`src/rtl/cp0_irq_controller_if.sv`:
```
// ---------------------------------------------------------------------------
// cp0_irq_controller_if
//   Register bus between software (master) and the CP0 interrupt controller
//   (slave). One access per cycle, no wait states.
//   bus_sel   : access strobe, one cycle per access
//   bus_we    : 1 = write, 0 = read (qualified by bus_sel)
//   bus_addr  : word index 0 PENDING, 1 ENABLE, 2 ROUTE, 3 CLAIM
//   bus_wdata : write data
//   bus_rdata : registered read data, holds until the next read
// ---------------------------------------------------------------------------
interface cp0_irq_controller_if;
   logic        bus_sel;
   logic        bus_we;
   logic [1:0]  bus_addr;
   logic [31:0] bus_wdata;
   logic [31:0] bus_rdata;

   modport master (output bus_sel, bus_we, bus_addr, bus_wdata, input bus_rdata);
   modport slave  (input bus_sel, bus_we, bus_addr, bus_wdata, output bus_rdata);
endinterface

```
`src/rtl/cp0_irq_controller.sv`:
```
// ---------------------------------------------------------------------------
// cp0_irq_controller
//   Source end of the CP0 external interrupt interface. Synchronises the
//   peripheral IRQ lines, latches pending state (edge or level per source),
//   masks it with ENABLE, routes each source to one of four lines and drives
//   irq[3:0] into CP0 interrupts[7:4].
//   clk     : system clock
//   reset   : asynchronous, active-low reset
//   src_irq : raw peripheral requests, asynchronous to clk
//   bus     : register bus (slave side)
//   irq     : registered level-high requests, irq[0] -> IP4 ... irq[3] -> IP7
// ---------------------------------------------------------------------------
module cp0_irq_controller #(
   parameter int                     NUM_SOURCES  = 8,
   parameter logic [NUM_SOURCES-1:0] EDGE_MASK    = '1,
   parameter logic [NUM_SOURCES-1:0] RESET_ENABLE = '0
) (
   input  logic                   clk,
   input  logic                   reset,
   input  logic [NUM_SOURCES-1:0] src_irq,
   cp0_irq_controller_if.slave    bus,
   output logic [3:0]             irq
);
   localparam int NS = NUM_SOURCES;

   logic [NS-1:0]   s1_q, s2_q, s3_q;
   logic [NS-1:0]   pend_q, pend_d;
   logic [NS-1:0]   en_q, en_d;
   logic [2*NS-1:0] route_q, route_d;
   logic [31:0]     rdata_q, rdata_d;
   logic [3:0]      irq_q, irq_d;
   logic [NS-1:0]   set_edge, w1c, hit;
   logic [31:0]     claim;
   logic            wr, rd;
   logic            unused_wdata;

   assign wr           = bus.bus_sel &  bus.bus_we;
   assign rd           = bus.bus_sel & ~bus.bus_we;
   assign set_edge     = s2_q & ~s3_q & EDGE_MASK;
   assign hit          = pend_q & en_q;
   assign unused_wdata = ^bus.bus_wdata;

   always_comb begin
      w1c     = '0;
      en_d    = en_q;
      route_d = route_q;
      if (wr) begin
         case (bus.bus_addr)
            2'd0:    w1c     = bus.bus_wdata[NS-1:0] & EDGE_MASK;
            2'd1:    en_d    = bus.bus_wdata[NS-1:0];
            2'd2:    route_d = bus.bus_wdata[2*NS-1:0];
            default: ;
         endcase
      end
      // Edge bits: set beats a same-cycle W1C. Level bits track the
      // synchronised line directly and ignore software.
      pend_d = (((pend_q & ~w1c) | set_edge) & EDGE_MASK) | (s2_q & ~EDGE_MASK);

      // Lowest index wins: scan downwards so the last hit assigned is the lowest.
      claim = '0;
      for (int i = NS - 1; i >= 0; i--)
         if (hit[i]) claim = {1'b1, 26'd0, 5'(i)};

      irq_d = '0;
      for (int i = 0; i < NS; i++)
         if (hit[i]) irq_d[route_q[2*i +: 2]] = 1'b1;

      // Reads return state from before this edge; no bypass of same-cycle writes.
      rdata_d = rdata_q;
      if (rd) begin
         case (bus.bus_addr)
            2'd0:    rdata_d = 32'(pend_q);
            2'd1:    rdata_d = 32'(en_q);
            2'd2:    rdata_d = 32'(route_q);
            default: rdata_d = claim;
         endcase
      end
   end

   // irq_q sits on the async reset so asserting reset drops irq immediately.
   always_ff @(posedge clk or negedge reset) begin
      if (!reset) begin
         s1_q    <= '0;
         s2_q    <= '0;
         s3_q    <= '0;
         pend_q  <= '0;
         en_q    <= RESET_ENABLE;
         route_q <= '0;
         rdata_q <= '0;
         irq_q   <= '0;
      end else begin
         s1_q    <= src_irq;
         s2_q    <= s1_q;
         s3_q    <= s2_q;
         pend_q  <= pend_d;
         en_q    <= en_d;
         route_q <= route_d;
         rdata_q <= rdata_d;
         irq_q   <= irq_d;
      end
   end

   assign bus.bus_rdata = rdata_q;
   assign irq           = irq_q;
endmodule
```
`src/flat_wrapper.sv`:
```
// flat-port wrapper written by rule: the top's interface ports become plain ports
module cp0_irq_controller_flat 
#(
   parameter int                     NUM_SOURCES  = 8,
   parameter logic [NUM_SOURCES-1:0] EDGE_MASK    = '1,
   parameter logic [NUM_SOURCES-1:0] RESET_ENABLE = '0
)
  (clk, reset, src_irq, irq, bus_bus_sel, bus_bus_we, bus_bus_addr, bus_bus_wdata, bus_bus_rdata);
  cp0_irq_controller_if bus_i ();
  input  logic clk;
  input  logic reset;
  input  logic [NUM_SOURCES-1:0] src_irq;
  output logic [3:0] irq;
  input wire logic [$bits(bus_i.bus_sel)-1:0] bus_bus_sel;
  input wire logic [$bits(bus_i.bus_we)-1:0] bus_bus_we;
  input wire logic [$bits(bus_i.bus_addr)-1:0] bus_bus_addr;
  input wire logic [$bits(bus_i.bus_wdata)-1:0] bus_bus_wdata;
  output wire logic [$bits(bus_i.bus_rdata)-1:0] bus_bus_rdata;
  assign bus_i.bus_sel = bus_bus_sel;
  assign bus_i.bus_we = bus_bus_we;
  assign bus_i.bus_addr = bus_bus_addr;
  assign bus_i.bus_wdata = bus_bus_wdata;
  assign bus_bus_rdata = bus_i.bus_rdata;
  cp0_irq_controller #(.NUM_SOURCES(NUM_SOURCES), .EDGE_MASK(EDGE_MASK), .RESET_ENABLE(RESET_ENABLE)) u_core (.clk(clk), .reset(reset), .src_irq(src_irq), .bus(bus_i), .irq(irq));
endmodule
```
`config.mk`:
```
export PLATFORM = sky130hd
export DESIGN_NAME = cp0_irq_controller_flat
export DESIGN_NICKNAME = d
export VERILOG_FILES = /design/src/rtl/cp0_irq_controller_if.sv /design/src/rtl/cp0_irq_controller.sv /design/src/flat_wrapper.sv
export SDC_FILE = /design/constraint.sdc
export NUM_CORES = 1
export LEC_CHECK = 0
export CAP_MARGIN = 0
export CORE_UTILIZATION = 49
export CTS_BUF_LIST = sky130_fd_sc_hd__clkbuf_4 sky130_fd_sc_hd__clkbuf_8 sky130_fd_sc_hd__clkbuf_16
export CTS_CLUSTER_DIAMETER = 60
export DETAILED_ROUTE_END_ITERATION = 8
export GPL_TIMING_DRIVEN = 0
export PLACE_DENSITY = 0.81
export SKIP_LAST_GASP = 1
export SYNTH_ARGS = -nofsm -noshare
export SYNTH_HDL_FRONTEND = slang
export SYNTH_SLANG_ARGS = --single-unit
```
`constraint.sdc`:
```
create_clock -name clk -period 1.9 [get_ports clk]
set_clock_uncertainty 0.15 [all_clocks]
set_input_delay 0.38 -clock clk [delete_from_list [all_inputs] [get_ports clk]]
set_output_delay 0.38 -clock clk [all_outputs]
set_load 0.01 [all_outputs]
```
==> flow_metrics.env <==
export IMPL_status="finished with violations"
export IMPL_violations="design-rule violations"
export IMPL_min_from="u_core.s1_q[6]"
export IMPL_clock_sinks=77
export IMPL_ys_types=39
export IMPL_met3_usage_pct=5.54
export IMPL_p_leak_nw=1.91
export IMPL_met2_usage_pct=35.5
export IMPL_synth_edf_count=0
export IMPL_worst_path_max_delay_cell="clkdlybuf4s50_1"
export IMPL_routed_wl_um=7050
export IMPL_synth_largest_area_cell="dfrtp_1"
export IMPL_pre_cts_ws_ns=-0.349
export IMPL_grt_pass1_vias=2362
export IMPL_path_class="reg -> out"
export IMPL_async_flop_share_pct=100
export IMPL_regToRegSetupSlack_ns=0.28
export IMPL_cts_path_max_buffers=2
export IMPL_layout_drive_gt1_share_pct=18.5
export IMPL_tightest_slew_ns=0.558
export IMPL_synth_top_area_share_pct=58.8
export IMPL_grt_usage_pct=22.6
export IMPL_yosys_warnings=0
export IMPL_cts_buffers=9
export IMPL_drc=12
export IMPL_hold_path_class="reg -> reg"
export IMPL_io_buffer_count=50
export IMPL_placed_cell_area_mm2=0.00395
export IMPL_critical_path_top_delay_family="buffers and inverters"
export IMPL_min_period_ns=1.78
export IMPL_syn2layout_area_growth_pct=27.1
export IMPL_clk_latency_ns=0.35
export IMPL_start_util_pct=51.1
export IMPL_worst_setup_path_end_kind="output port"
export IMPL_use_met1_pct=30.3
export IMPL_multi_input_area_mm2=0.00122
export IMPL_drt_pass1_iter_count=6
export IMPL_rsz0062_at_grt="no"
export IMPL_gr_max_usage_layer="met2"
export IMPL_maxCapViolations=0
export IMPL_cp_required_ns=1.37
export IMPL_core_area_mm2=0.00642
export IMPL_cts_tree="built"
export IMPL_arrival_ns=1.25
export IMPL_layout_setup_ws_ns=0.118
export IMPL_antenna_cells=0
export IMPL_netlist_instances=276
export IMPL_wire_per_inst_um=16.3
export IMPL_period_share_pct=93.8
export IMPL_r2r_start="u_core.pend_q[1]"
export IMPL_holdPathEnd="u_core.s2_q[6]"
export IMPL_antenna_found_initial=0
export IMPL_synth_top_cells_by_count="dfrtp_1 (77), nand2_1 (28), nor2_1 (20)"
export IMPL_cts_root_buffer="clkbuf_8"
export IMPL_startpoint_type="flop"
export IMPL_cts_setup_buffers=0
export IMPL_finalNetCount=399
export IMPL_htreeDepth=3
export IMPL_crit_fanout=2
export IMPL_grt_max_degree=78
export IMPL_peakVddDrop_mv=0.668
export IMPL_hold_ws_ns=0.202
export IMPL_ys_ff_latch=77
export IMPL_seq_area_mm2=0.00193
export IMPL_finalHoldViolCount=0
export IMPL_regToRegEndpoint="u_core.bus.bus_rdata[2]"
export IMPL_ys_seq_area_share_pct=58.8
export IMPL_path_cells="clkdlybuf4s50_1"
export IMPL_clkTransAtPathRegs_ns=0.08
export IMPL_pin_count=82
export IMPL_yosysMostFrequentCell="dfrtp_1"
export IMPL_die_width_um=83.8
export IMPL_dr_first_iter_drc_count=201
export IMPL_num_vias=2327
export IMPL_slew_limit_headroom_pct=62.6
export IMPL_final_cell_area_mm2=0.00417
export IMPL_grt_pass1_wl_um=12000
export IMPL_fmax_mhz=561
export IMPL_hold_depth=0
export IMPL_syn_cell_area_mm2=0.00328
export IMPL_synthFlopType="dfrtp_1"
export IMPL_row_count=29
export IMPL_syn_avg_cell_area_um2=11.9
export IMPL_critPathBufInv=1
export IMPL_fillers=517
export IMPL_dp_hpwl_um=5240
export IMPL_r2r_cells=4
export IMPL_ant_nets=0
export IMPL_gp_congestion=0.862
export IMPL_drv_slew=0
export IMPL_p_total_mw=4.31
export IMPL_setup_viol=0
export IMPL_viasPerCell=5.36
export IMPL_synth_area_leaders="dfrtp_1 (59%), mux2_2 (4.8%), mux2_4 (4.6%)"
export IMPL_die_area_mm2=0.00702
export IMPL_die_h_um=83.8
export IMPL_grt_overflow=0
export IMPL_critPathMaxStageDelay_ns=0.54
export IMPL_cellPowerDensity_mw_per_mm2=1030
## how the worst max path moves through the flow
stage / from / endpoint / slack [ns] / depth (start not counted)
floorplan: bus_bus_addr[1] / u_core.route_q[10] / 0.40 / 5
global placement: reset / u_core.bus.bus_rdata[9] / -2.17 / 1
detailed placement: bus_bus_addr[1] / u_core.route_q[7] / -0.35 / 6
CTS: bus_bus_addr[1] / u_core.route_q[7] / 0.01 / 6
global route: bus_bus_sel / u_core.pend_q[2] / 0.02 / 5
finish: u_core.bus.bus_rdata[1] / bus_bus_rdata[1] / 0.12 / 1
## final cells by class
type	count	area share [%]
Sequential cell	77	46.2
Clock inverter	4	1.14
Tap cell	77	2.31
Buffer	22	3.69
Clock buffer	11	3.63
Multi-Input combinational cell	181	29.2
Inverter	10	0.901
Timing Repair Buffer	52	12.9
## through the flow
| step | utilization, % | setup TNS (ns) | cells |
|---|---|---|---|
| 2_1_floorplan | - | 0 | 290 |
| 3_3_place_gp | 61.2 | -175.95 | 417 |
| 3_5_place_dp | 61.6 | -10.95 | 418 |
| 4_1_cts | 64.8 | 0 | 434 |
| 5_1_grt | 64.9 | 0 | 434 |
| 6_report | 64.9 | 0 | 434 |
## cell families after synthesis
family	after synthesis	synth area share, %
AO/OA/AOI/OAI	50	11.2
flip-flops	77	58.8
multiplexers	31	11.5
buffers and inverters	32	5.84
AND/OR/NAND/NOR	85	12.6
other	1	0.114
## sequential cells by signal, indices dropped and copies added, names as in the netlist
register              cells
u_core.en_q               8
u_core.pend_q             8
u_core.bus.bus_rdata     17
u_core.s1_q               8
u_core.s3_q               8
u_core.irq                4
u_core.s2_q               8
u_core.route_q           16
## metal layers
metal | wire length, um | part of all wire, %
met1 | 3280 | 46
met2 | 3300 | 47
met3 | 343 | 4.9
met4 | 136 | 1.9
met5 | 0 | 0
## timing repair
item,4_1_cts,5_1_grt
hold endpoints to repair,77,0
hold buffers,1,0
resized for setup,0,2
setup endpoints to repair,0,18
## placed cells by master, fill, tap and decap left out, types with 2 or more instances in the layout
cell             Yosys  final
a211oi_1             2      2
a21oi_1              9      9
a221oi_1             2      2
a22o_1              16     16
a22oi_1              2      2
a31oi_1              2      2
buf_2                3      3
buf_4               16     17
clkbuf_1             2      2
clkbuf_8             0     11
clkdlybuf4s50_1      0     48
clkinv_2             0      2
conb_1               1     15
dfrtp_1             77     77
inv_1               10     10
mux2_2              14     14
mux2_4              10     10
mux2i_1              7      7
nand2_1             28     27
nand2b_1             2      2
nand3_1              9      9
nand4_1              9      9
nor2_1              20     20
nor2b_1              3      3
nor3_1               6      6
nor3b_1              2      2
o2111ai_1            2      2
o211ai_1             2      2
o21ai_0              5      5
o22ai_1              3      3
## power by group
| part | total (mW) | internal [mW] | switching [mW] |
|---|---|---|---|
| registers | 2.13 | 1.88 | 0.251 |
| logic | 0.941 | 0.529 | 0.413 |
| clock network | 1.23 | 0.666 | 0.569 |
| total | 4.31 | 3.07 | 1.23 |
No activity file was read; power rests on OpenSTA's default activity.
